**src/rtl/line_stream_bridge.sv**
```systemverilog
// Bridges line-wide memory requests/responses onto a beat-wide request/response stream pair.
// Optional response checking is enabled by defining LINE_STREAM_BRIDGE_RESP_CHECK_EN.
module line_stream_bridge #(
    parameter int LINE_W          = 512,
    parameter int BEAT_W          = 128,
    parameter int ADDR_W          = 26,
    parameter int MAX_OUTSTANDING = 4
) (
    input  logic                         clk_in,
    input  logic                         rst_in,
    output logic                         getMReq_en,
    input  logic                         getMReq_rdy,
    input  logic [ADDR_W+LINE_W:0]       getMReq_data,
    output logic                         putMResp_en,
    input  logic                         putMResp_rdy,
    output logic [LINE_W-1:0]            putMResp_data,
    output logic [BEAT_W-1:0]            req_axis_data,
    output logic                         req_axis_tuser,
    output logic                         req_axis_valid,
    input  logic                         req_axis_ready,
    input  logic [BEAT_W-1:0]            resp_axis_data,
    input  logic                         resp_axis_tuser,
    input  logic                         resp_axis_valid,
    output logic                         resp_axis_ready,
    output logic [$clog2(MAX_OUTSTANDING+1)-1:0] outstanding,
    output logic                         resp_err
);

    localparam int BEATS = LINE_W / BEAT_W;
    localparam int IDX_W = $clog2(BEATS);
    localparam int OUT_W = $clog2(MAX_OUTSTANDING + 1);
    localparam int HDR_W = 55;

    typedef enum logic [1:0] {
        IDLE = 2'd0,
        HDR  = 2'd1,
        DATA = 2'd2
    } state_t;

    state_t state;
    state_t state_next;

    logic              req_write;
    logic [ADDR_W-1:0] req_addr;
    logic [LINE_W-1:0] req_line;
    logic [IDX_W-1:0]  req_idx;

    logic [IDX_W-1:0]  rsp_idx;
    logic [LINE_W-1:0] rsp_line;
    logic              line_full;
    logic [OUT_W-1:0]  out_cnt;

    logic              can_issue;
    logic              hdr_fire;
    logic              data_fire;
    logic              rd_issue;
    logic              rsp_fire;
    logic [26:0]       hdr_addr;
    logic [26:0]       hdr_len;
    logic [BEAT_W-1:0] hdr_beat;

    // Header carries the beat-granular address and the fixed line length in beats.
    assign hdr_addr = 27'(req_addr) << IDX_W;
    assign hdr_len  = 27'(BEATS);
    assign hdr_beat = BEAT_W'({hdr_addr, hdr_len, req_write});

    assign can_issue = (out_cnt < OUT_W'(MAX_OUTSTANDING));
    assign hdr_fire  = (state == HDR) && req_axis_ready;
    assign data_fire = (state == DATA) && req_axis_ready;
    assign rd_issue  = hdr_fire && !req_write;

    always_comb begin
        state_next     = state;
        getMReq_en     = 1'b0;
        req_axis_valid = 1'b0;
        req_axis_tuser = 1'b0;
        req_axis_data  = '0;
        case (state)
            IDLE: begin
                getMReq_en = getMReq_rdy && can_issue;
                if (getMReq_en) begin
                    state_next = HDR;
                end
            end
            HDR: begin
                req_axis_valid = 1'b1;
                req_axis_tuser = 1'b1;
                req_axis_data  = hdr_beat;
                if (req_axis_ready) begin
                    state_next = req_write ? DATA : IDLE;
                end
            end
            DATA: begin
                req_axis_valid = 1'b1;
                req_axis_data  = req_line[req_idx*BEAT_W +: BEAT_W];
                if (req_axis_ready && (req_idx == IDX_W'(BEATS - 1))) begin
                    state_next = IDLE;
                end
            end
            default: state_next = IDLE;
        endcase
    end

    always_ff @(posedge clk_in) begin
        if (rst_in) begin
            state <= IDLE;
        end else begin
            state <= state_next;
        end
    end

    always_ff @(posedge clk_in) begin
        if (rst_in) begin
            req_write <= 1'b0;
            req_addr  <= '0;
            req_line  <= '0;
            req_idx   <= '0;
        end else begin
            if (getMReq_en) begin
                {req_write, req_addr, req_line} <= getMReq_data;
            end
            if (hdr_fire) begin
                req_idx <= '0;
            end else if (data_fire) begin
                req_idx <= req_idx + 1'b1;
            end
        end
    end

    // A full line blocks further beats until it is handed off, giving one bubble per line.
    assign resp_axis_ready = !line_full;
    assign rsp_fire        = resp_axis_valid && !line_full;
    assign putMResp_en     = line_full && putMResp_rdy;
    assign putMResp_data   = rsp_line;

    always_ff @(posedge clk_in) begin
        if (rst_in) begin
            rsp_idx   <= '0;
            rsp_line  <= '0;
            line_full <= 1'b0;
        end else begin
            if (rsp_fire) begin
                rsp_line[rsp_idx*BEAT_W +: BEAT_W] <= resp_axis_data;
                rsp_idx <= rsp_idx + 1'b1;
                if (rsp_idx == IDX_W'(BEATS - 1)) begin
                    line_full <= 1'b1;
                end
            end else if (putMResp_en) begin
                line_full <= 1'b0;
            end
        end
    end

    always_ff @(posedge clk_in) begin
        if (rst_in) begin
            out_cnt <= '0;
        end else begin
            case ({rd_issue, putMResp_en})
                2'b10: if (out_cnt < OUT_W'(MAX_OUTSTANDING)) out_cnt <= out_cnt + 1'b1;
                2'b01: if (out_cnt != '0) out_cnt <= out_cnt - 1'b1;
                default: out_cnt <= out_cnt;
            endcase
        end
    end

    assign outstanding = out_cnt;

`ifdef LINE_STREAM_BRIDGE_RESP_CHECK_EN
    logic err_q;

    // Flags a header-marked response beat, or a line starting with nothing in flight.
    always_ff @(posedge clk_in) begin
        if (rst_in) begin
            err_q <= 1'b0;
        end else if (rsp_fire && (resp_axis_tuser || ((rsp_idx == '0) && (out_cnt == '0)))) begin
            err_q <= 1'b1;
        end
    end

    assign resp_err = err_q;
`else
    logic unused_tuser;

    assign unused_tuser = resp_axis_tuser;
    assign resp_err     = 1'b0;
`endif

endmodule

```
**config.mk**
```make
export PLATFORM = sky130hd
export DESIGN_NAME = line_stream_bridge
export DESIGN_NICKNAME = d
export VERILOG_FILES = /design/src/rtl/line_stream_bridge.sv
export SDC_FILE = /design/constraint.sdc
export NUM_CORES = 2
export LEC_CHECK = 0
export BUFFER_PORTS_ARGS = -buffer_cell sky130_fd_sc_hd__buf_2
export CORE_AREA = 2 2 515 517
export DETAILED_ROUTE_END_ITERATION = 7
export DIE_AREA = 0 0 517 519
export GPL_TIMING_DRIVEN = 0
export HOLD_SLACK_MARGIN = 0.08
export PLACE_DENSITY = 0.37
export SLEW_MARGIN = 30
export SYNTH_ARGS = -nofsm -noshare
export SYNTH_HDL_FRONTEND = slang
export SYNTH_SLANG_ARGS = --single-unit
```
**constraint.sdc**
```tcl
create_clock -name clk_in -period 2.3 [get_ports clk_in]
set_input_delay 0.115 -clock clk_in [delete_from_list [all_inputs] [get_ports clk_in]]
set_output_delay 0.115 -clock clk_in [all_outputs]
set_load 0.01 [all_outputs]
```
# Yosys cells after proc, flatten, opt, wreduce, memory -nomap -nowiden
# Index checks and enable logic that the tools add are counted.
[classes]
add_sub_neg = 5
n_lt_le_gt_ge = 1
eq_ne = 12
shifts = 3
muxes = 16
reduce_logical = 18
[ops]
columns = ["operator", "count"]
rows = [
  ["$bwmux 512", 1],
  ["$shift 128x34->512 const A", 1],
  ["$shiftx 128x34->512", 1],
  ["$shiftx 512x10->128", 1],
  ["$pmux 128 s2", 1],
  ["$neg 9->34", 1],
  ["$eq 2x2->1 const B", 4],
  ["$mux 2", 4],
  ["$ne 2x2->1 const B", 4],
  ["$logic_and 1x1->1", 7],
  ["$mux 1", 6],
  ["$mux 3", 2],
  ["$pmux 2 s3", 1],
  ["$pmux 3 s2", 1],
  ["$reduce_and 3->1", 2],
  ["$add 2x1->2 const B", 2],
  ["$eq 2x1->1 const B", 2],
  ["$ne 2x1->1 const B", 2],
  ["$reduce_bool 2->1", 2],
  ["$reduce_or 2->1", 2],
  ["$add 3x1->3 const B", 1],
  ["$lt 3x3->1 const B", 1],
  ["$reduce_bool 3->1", 1],
  ["$sub 3x1->3 const B", 1],
  ["other kinds (3)", 4],
]
[word_totals]
reg_bits = 1060
inputBits = 674
out_inout_bits = 649
word_cells = 64

# Longest topological paths before layout
[logic_depth]
ltp_word = 6
mapped_depth = 10
depth_no_buf = 9

# Worst setup path after synthesis
# Ideal clock, no wire load.
[synth_path]
path_kind = "register to register"
from = "register state[1]"
to = "register out_cnt[2], in the netlist outstanding[2]"
setup_time_ps = 132
t_arrival_ps = 1859
required_ps = 2168
slack_ps = 309
stages_incl_launch_ff = 11
n_path_buf = 1
synth_period_minus_slack_ps = 1991
cell_sequence = "dfxtp_1 > inv_1 > ha_1 > nand3b_1 > and2_1 > clkbuf_2 > inv_1 > fa_1 > nor3b_1 > mux2i_1 > a21oi_1"
[synth_between]
elab_chain_len = 6
elab_cells_between_ends = 10
cone_classes = "eq/ne (5); mux (1); reduce/logical (4)"
[synth_lines]
columns = ["item", "line", "rtl"]
rows = [
  ["start: declaration", "40", "state_t state;"],
  ["start signal: assignment", "108", "state <= state_next;"],
  ["$eq 2x1->1 (*)", "68", "assign hdr_fire = (state == HDR) && req_axis_ready;"],
  ["$logic_and 1x1->1 (*)", "68", ""],
  ["$logic_and 1x1->1 (*)", "70", "assign rd_issue = hdr_fire && !req_write;"],
  ["$eq 2x1->1 or $eq 2x2->1 (tied branches)", "158", "case ({rd_issue, putMResp_en})"],
  ["$ne 2x2->1 (no source line) or $reduce_bool 2->1 (tied branches)", "n/a", ""],
  ["$reduce_and 3->1 (no source line)", "n/a", ""],
  ["end signal: assignment", "159", "2'b10: if (out_cnt < OUT_W'(MAX_OUTSTANDING)) out_cnt <= out_cnt + 1'b1;"],
  ["end signal: assignment", "160", "2'b01: if (out_cnt != '0) out_cnt <= out_cnt - 1'b1;"],
  ["end signal: assignment", "161", "default: out_cnt <= out_cnt;"],
  ["end: declaration", "51", "logic [OUT_W-1:0] out_cnt;"],
]
# Every way passes the cells marked *; elsewhere a longest branch is shown, timed or not.
# A chain may end at the register's enable or synchronous reset.

# Worst setup path in the final report
[layout_path]
from = "register req_idx[0]"
to = "output req_axis_data[17]"
[layout_between]
elab_chain_len = 2
[layout_lines]
columns = ["item", "line", "rtl"]
rows = [
  ["start: declaration", "46", "logic [IDX_W-1:0] req_idx;"],
  ["start signal: assignment", "125", "req_idx <= req_idx + 1'b1;"],
  ["$shiftx 512x10->128", "95", "req_axis_data = req_line[req_idx*BEAT_W +: BEAT_W];"],
  ["$pmux 128 s2", "78", "case (state)"],
  ["end: declaration", "17", "output logic [BEAT_W-1:0] req_axis_data,"],
]
# No other way between the ends.

==> flow_metrics.py <==
metrics = {
    "clocking": {
        "clkSlewWorstSetupHoldPaths_ns": 0.06,
        "htree_num_levels": 4,
        "clock_latency_ns": 0.78,
        "clockBufferDepth": 3,
        "cts.sinks": 1060,
        "cts_tree": "done",
        "root_buffer": "clkbuf_16",
        "cts-buffers-inserted": 133,
    },
    "timing": {
        "max_slew.worst_pin.slew_ns": 0.9444,
        "hold_ws_ns": 0.1549,
        "worst_clock_skew_ns": 0.02840,
        "rsz0062_at_grt": "yes",
        "finalMaxSlewViolations": 0,
        "fin_crit_sh_pct": 118.6,
        "hold_viol": 0,
        "setup_viol": 128,
        "slew_headroom_pct": 37.04,
        "min_period_ns": 2.727,
        "timing.final.ws_setup_ns": -0.4272,
        "fmax_ghz": 0.3667,
    },
    "critical_path": {
        "cp-start-kind": "register",
        "cp.arrival_ns": 2.61,
        "cp_cell_sequence": "clkbuf_16, buf_16, buf_16, buf_12, mux4_2, and2_4, buf_6",
        "worst_path_most_repeated_cell": "buf_16",
        "cp.required_ns": 2.18,
        "critPathMaxStageDelay_ns": 0.57,
        "r2r_start": "rsp_idx[1]",
        "cp_max_fo": 8,
        "critical_path_class": "register to primary output",
        "r2r-end": "putMResp_data[454]",
        "reg2reg_slack_ns": 0.11,
        "worst_setup_path_end_kind": "primary output",
        "rr_worst_depth": 9,
        "critPathSlowestCell": "mux4_2",
    },
    "pwr": {
        "pwr-share-seq_pct": 40.7,
        "power_mw": 48.71,
        "leakage_nw": 27.59,
        "power_frac_comb_pct": 14.8,
        "powerDensity_nw_per_um2": 731.5,
        "switchingPower_mw": 13.91,
        "internal_power_mw": 34.80,
        "pwr-share-clk_pct": 44.5,
        "switching_share_pct": 28.56,
        "peakVddDrop_mv": 0.6112,
    },
    "grt": {
        "grt.busiest_layer": "met2",
        "use_met3_pct": 5.799,
        "globalRouteMet2Util_pct": 38.64,
        "grt_pass1_wl_mm": 385.6,
        "grt_util_all_layers_pct": 21.06,
        "grt_overflow_total": 0,
        "grt_pass1_vias": 44380,
        "antenna_found_initial": 33,
        "grt_max_degree": 17,
        "grt_use_met1_pct": 22.52,
    },
    "route": {
        "vias": 44077,
        "route.detailed.drc": 0,
        "via_per_inst": 4.248,
        "routed_wl_mm": 297.0,
        "first_iter_violations": 3051,
        "first_pass_iters": 6,
        "routedWlPerCell_um": 28.62,
        "final_antenna_net_count": 0,
    },
    "cells_and_area": {
        "syn_to_final_growth_pct": 66.09,
        "multiInputGateArea_um2": 17120,
        "nFillCells": 28786,
        "utilization_pct": 25.28,
        "design_area_um2": 66590,
        "drive_gt1_share_pct": 31.64,
        "regArea_um2": 21240,
        "nets": 7418,
    },
    "floorplan": {
        "die_h_um": 519,
        "die_area_um2": 268300,
        "core_area_um2": 263400,
        "num_rows": 189,
        "start_util_pct": 15.22,
        "die_w_um": 517,
        "io_pins": 1323,
    },
    "outcome": {
        "run_status": "finished with violations",
        "violations": "negative setup slack",
    },
    "synth": {
        "async_reset_ff_share_pct": 0,
        "synthXorXnorAreaFrac_pct": 0,
        "synth_adder_area_share_pct": 0.3932,
        "syn-cell-area_um2": 40090,
        "syn-num-nets": 5122,
        "synth_simple_gate_area_share_pct": 17.01,
        "syn_avg_cell_area_um2": 9.038,
        "ys.flop_type": "dfxtp_1",
        "yosysSeqAreaShare_pct": 52.93,
        "synth.area.mux_share_pct": 7.240,
        "synthCells": 4436,
        "synth_cell_types": 41,
        "yosys_warnings": 0,
        "ys_ff_latch": 1060,
        "synth-compound-area-share_pct": 17.12,
        "synth_top_family_by_area": "compound AO/OA/AOI/OAI gates",
        "synth_edf_count": 0,
    },
    "worst_hold_path": {
        "holdPathStages": 4,
        "hold_start": "getMReq_data[230]",
        "min_to": "req_line[230]",
        "min_path_type": "input pin to register",
    },
    "place": {
        "dp_slack_ns": -0.7331,
        "gp_congestion": 0.8727,
        "portBuffers": 1318,
        "hpwlAfterDp_mm": 230.3,
        "place_area_um2": 51720,
    },
    "job": {
        "drv_cap": 0,
    },
}
[per-stage QoR]
| step | cells | TNS [ns] |
|---|---|---|
| after global routing | 10368 | -55.82 |
| after CTS | 10343 | -56.89 |
| after global placement | 9287 | -1328.92 |
| after floorplan | 4436 | 0 |
| final | 10376 | -42.32 |
| after detailed placement | 9310 | -214.05 |
[layer usage]
layer	vias to the layer above	part of all wire [%]
met1	21875	37
met5	-	0.013
met2	1925	51
met3	430	7.9
li1	19841	-
met4	6	4.3
[critical path, delay by kind of cell (launching register included)]
kind | cells | cell delay, ns
and+or+nand+nor | 1 | 0.20
buffers and inverters | 5 | 0.72
muxes | 1 | 0.57
DFF | 1 | 0.35
[synthesized netlist by cell type, types with 2 or more instances]
library cell	n	area [um^2]
buf_4	58	435.4
a21oi_1	544	2723
mux2i_1	2	20.02
nor4_1	2	12.51
nor3b_1	2	15.01
dfxtp_1	1060	21220
nand2b_1	3	18.77
buf_1	10	37.54
a22o_1	26	227.7
nor3_1	4	20.02
nand2_1	1090	4091
inv_1	10	37.54
buf_6	20	225.2
mux4_2	128	2883
buf_2	159	795.8
a22oi_1	512	3844
ha_1	11	137.6
clkbuf_1	150	563.0
nor2_1	518	1944
and2_1	105	656.9
nand3b_1	2	15.01
[registers in the layout, summed over array words and instances (netlist names)]
register / flops
rsp_idx: 2
req_idx: 2
line_full: 1
req_write: 1
req_addr: 25
outstanding: 3
req_line: 512
state: 2
putMResp_data: 512
[cell type report]
class / count / share of cell area (%)
Sequential cell: 1060 / 31.89
Multi-Input combinational cell: 2966 / 25.71
Timing Repair Buffer: 2164 / 24.69
Tap cell: 3533 / 6.639
Clock buffer: 196 / 5.778
Buffer: 396 / 4.358
Clock inverter: 34 / 0.7855
Inverter: 11 / 0.09020
Antenna cell: 16 / 0.06013
[cell families after synthesis]
kind of cell    Yosys count
buf+inv                 410
simple gates           1732
other cells               1
fa+ha+maj                12
compound gates         1091
mux                     130
flops                  1060
[placed cells by master, fill, tap and decap left out, types with 2 or more instances in the layout]
cell type      netlist  routed
bufinv_16            0      10
clkbuf_1           150     139
mux4_2             128     128
buf_12               0      39
diode_2              0      16
nor3_1               4       4
clkinv_2             0       9
ha_2                 0       3
inv_1               10       7
dfxtp_4              0       3
buf_4               58      83
nand2_1           1090    1090
mux2i_1              2       2
dlygate4sd3_1        0     744
ha_1                11       6
dfxtp_2              0       4
clkbuf_16            0     149
buf_2              159    1349
ha_4                 0       2
clkbuf_4             0      10
clkinv_8             0       3
dfxtp_1           1060    1053
nor2_1             518     517
a22o_1              26      25
a22oi_1            512     512
buf_6               20     146
buf_8                1       9
inv_6                0       5
and2_4               0     101
clkinvlp_4           0       5
clkbuf_2             1      22
a21oi_1            544     544
and2_1             105       4
nand3b_1             2       2
inv_16               0       3
clkbuf_8             0      31
nand2b_1             3       2
buf_16               0      33
nor4_4               0       2
[power groups by stage]
| stage | clock, mW | sequential (mW) | combinational [mW] |
|---|---|---|---|
| 5_1_grt | 22.8 | 19.9 | 7.64 |
| 3_3_place_gp | 0 | 20.2 | 5.92 |
| 6_report | 21.7 | 19.8 | 7.22 |
| 3_5_place_dp | 0 | 20.2 | 5.99 |
| 4_1_cts | 22.2 | 19.8 | 7.21 |
| 2_1_floorplan | 0 | 20.0 | 2.68 |
[what timing repair did]
| action | 4_1_cts | 5_1_grt |
|---|---|---|
| buffers inserted | 50 | 19 |
| hold endpoints to repair | 1059 | 0 |
| setup endpoints to repair | 906 | 495 |
| gates resized for setup | 418 | 89 |
| pin swaps | 69 | 20 |
| hold buffers | 744 | 0 |
| cloned | 9 | 3 |
[how the worst max path moves through the flow]
stage | slack [ns] | to | start | depth (start not counted)
finish | -0.43 | req_axis_data[17] | req_idx[0] | 7
global route | -0.53 | req_axis_data[3] | req_idx[0] | 6
CTS | -0.55 | req_axis_data[3] | req_idx[0] | 6
detailed placement | -0.73 | req_axis_data[63] | state[1] | 7
global placement | -2.12 | putMResp_data[367] | rst_in | 5
floorplan | 0.31 | outstanding[2] | state[1] | 10
No activity file was read; power rests on OpenSTA's default activity.
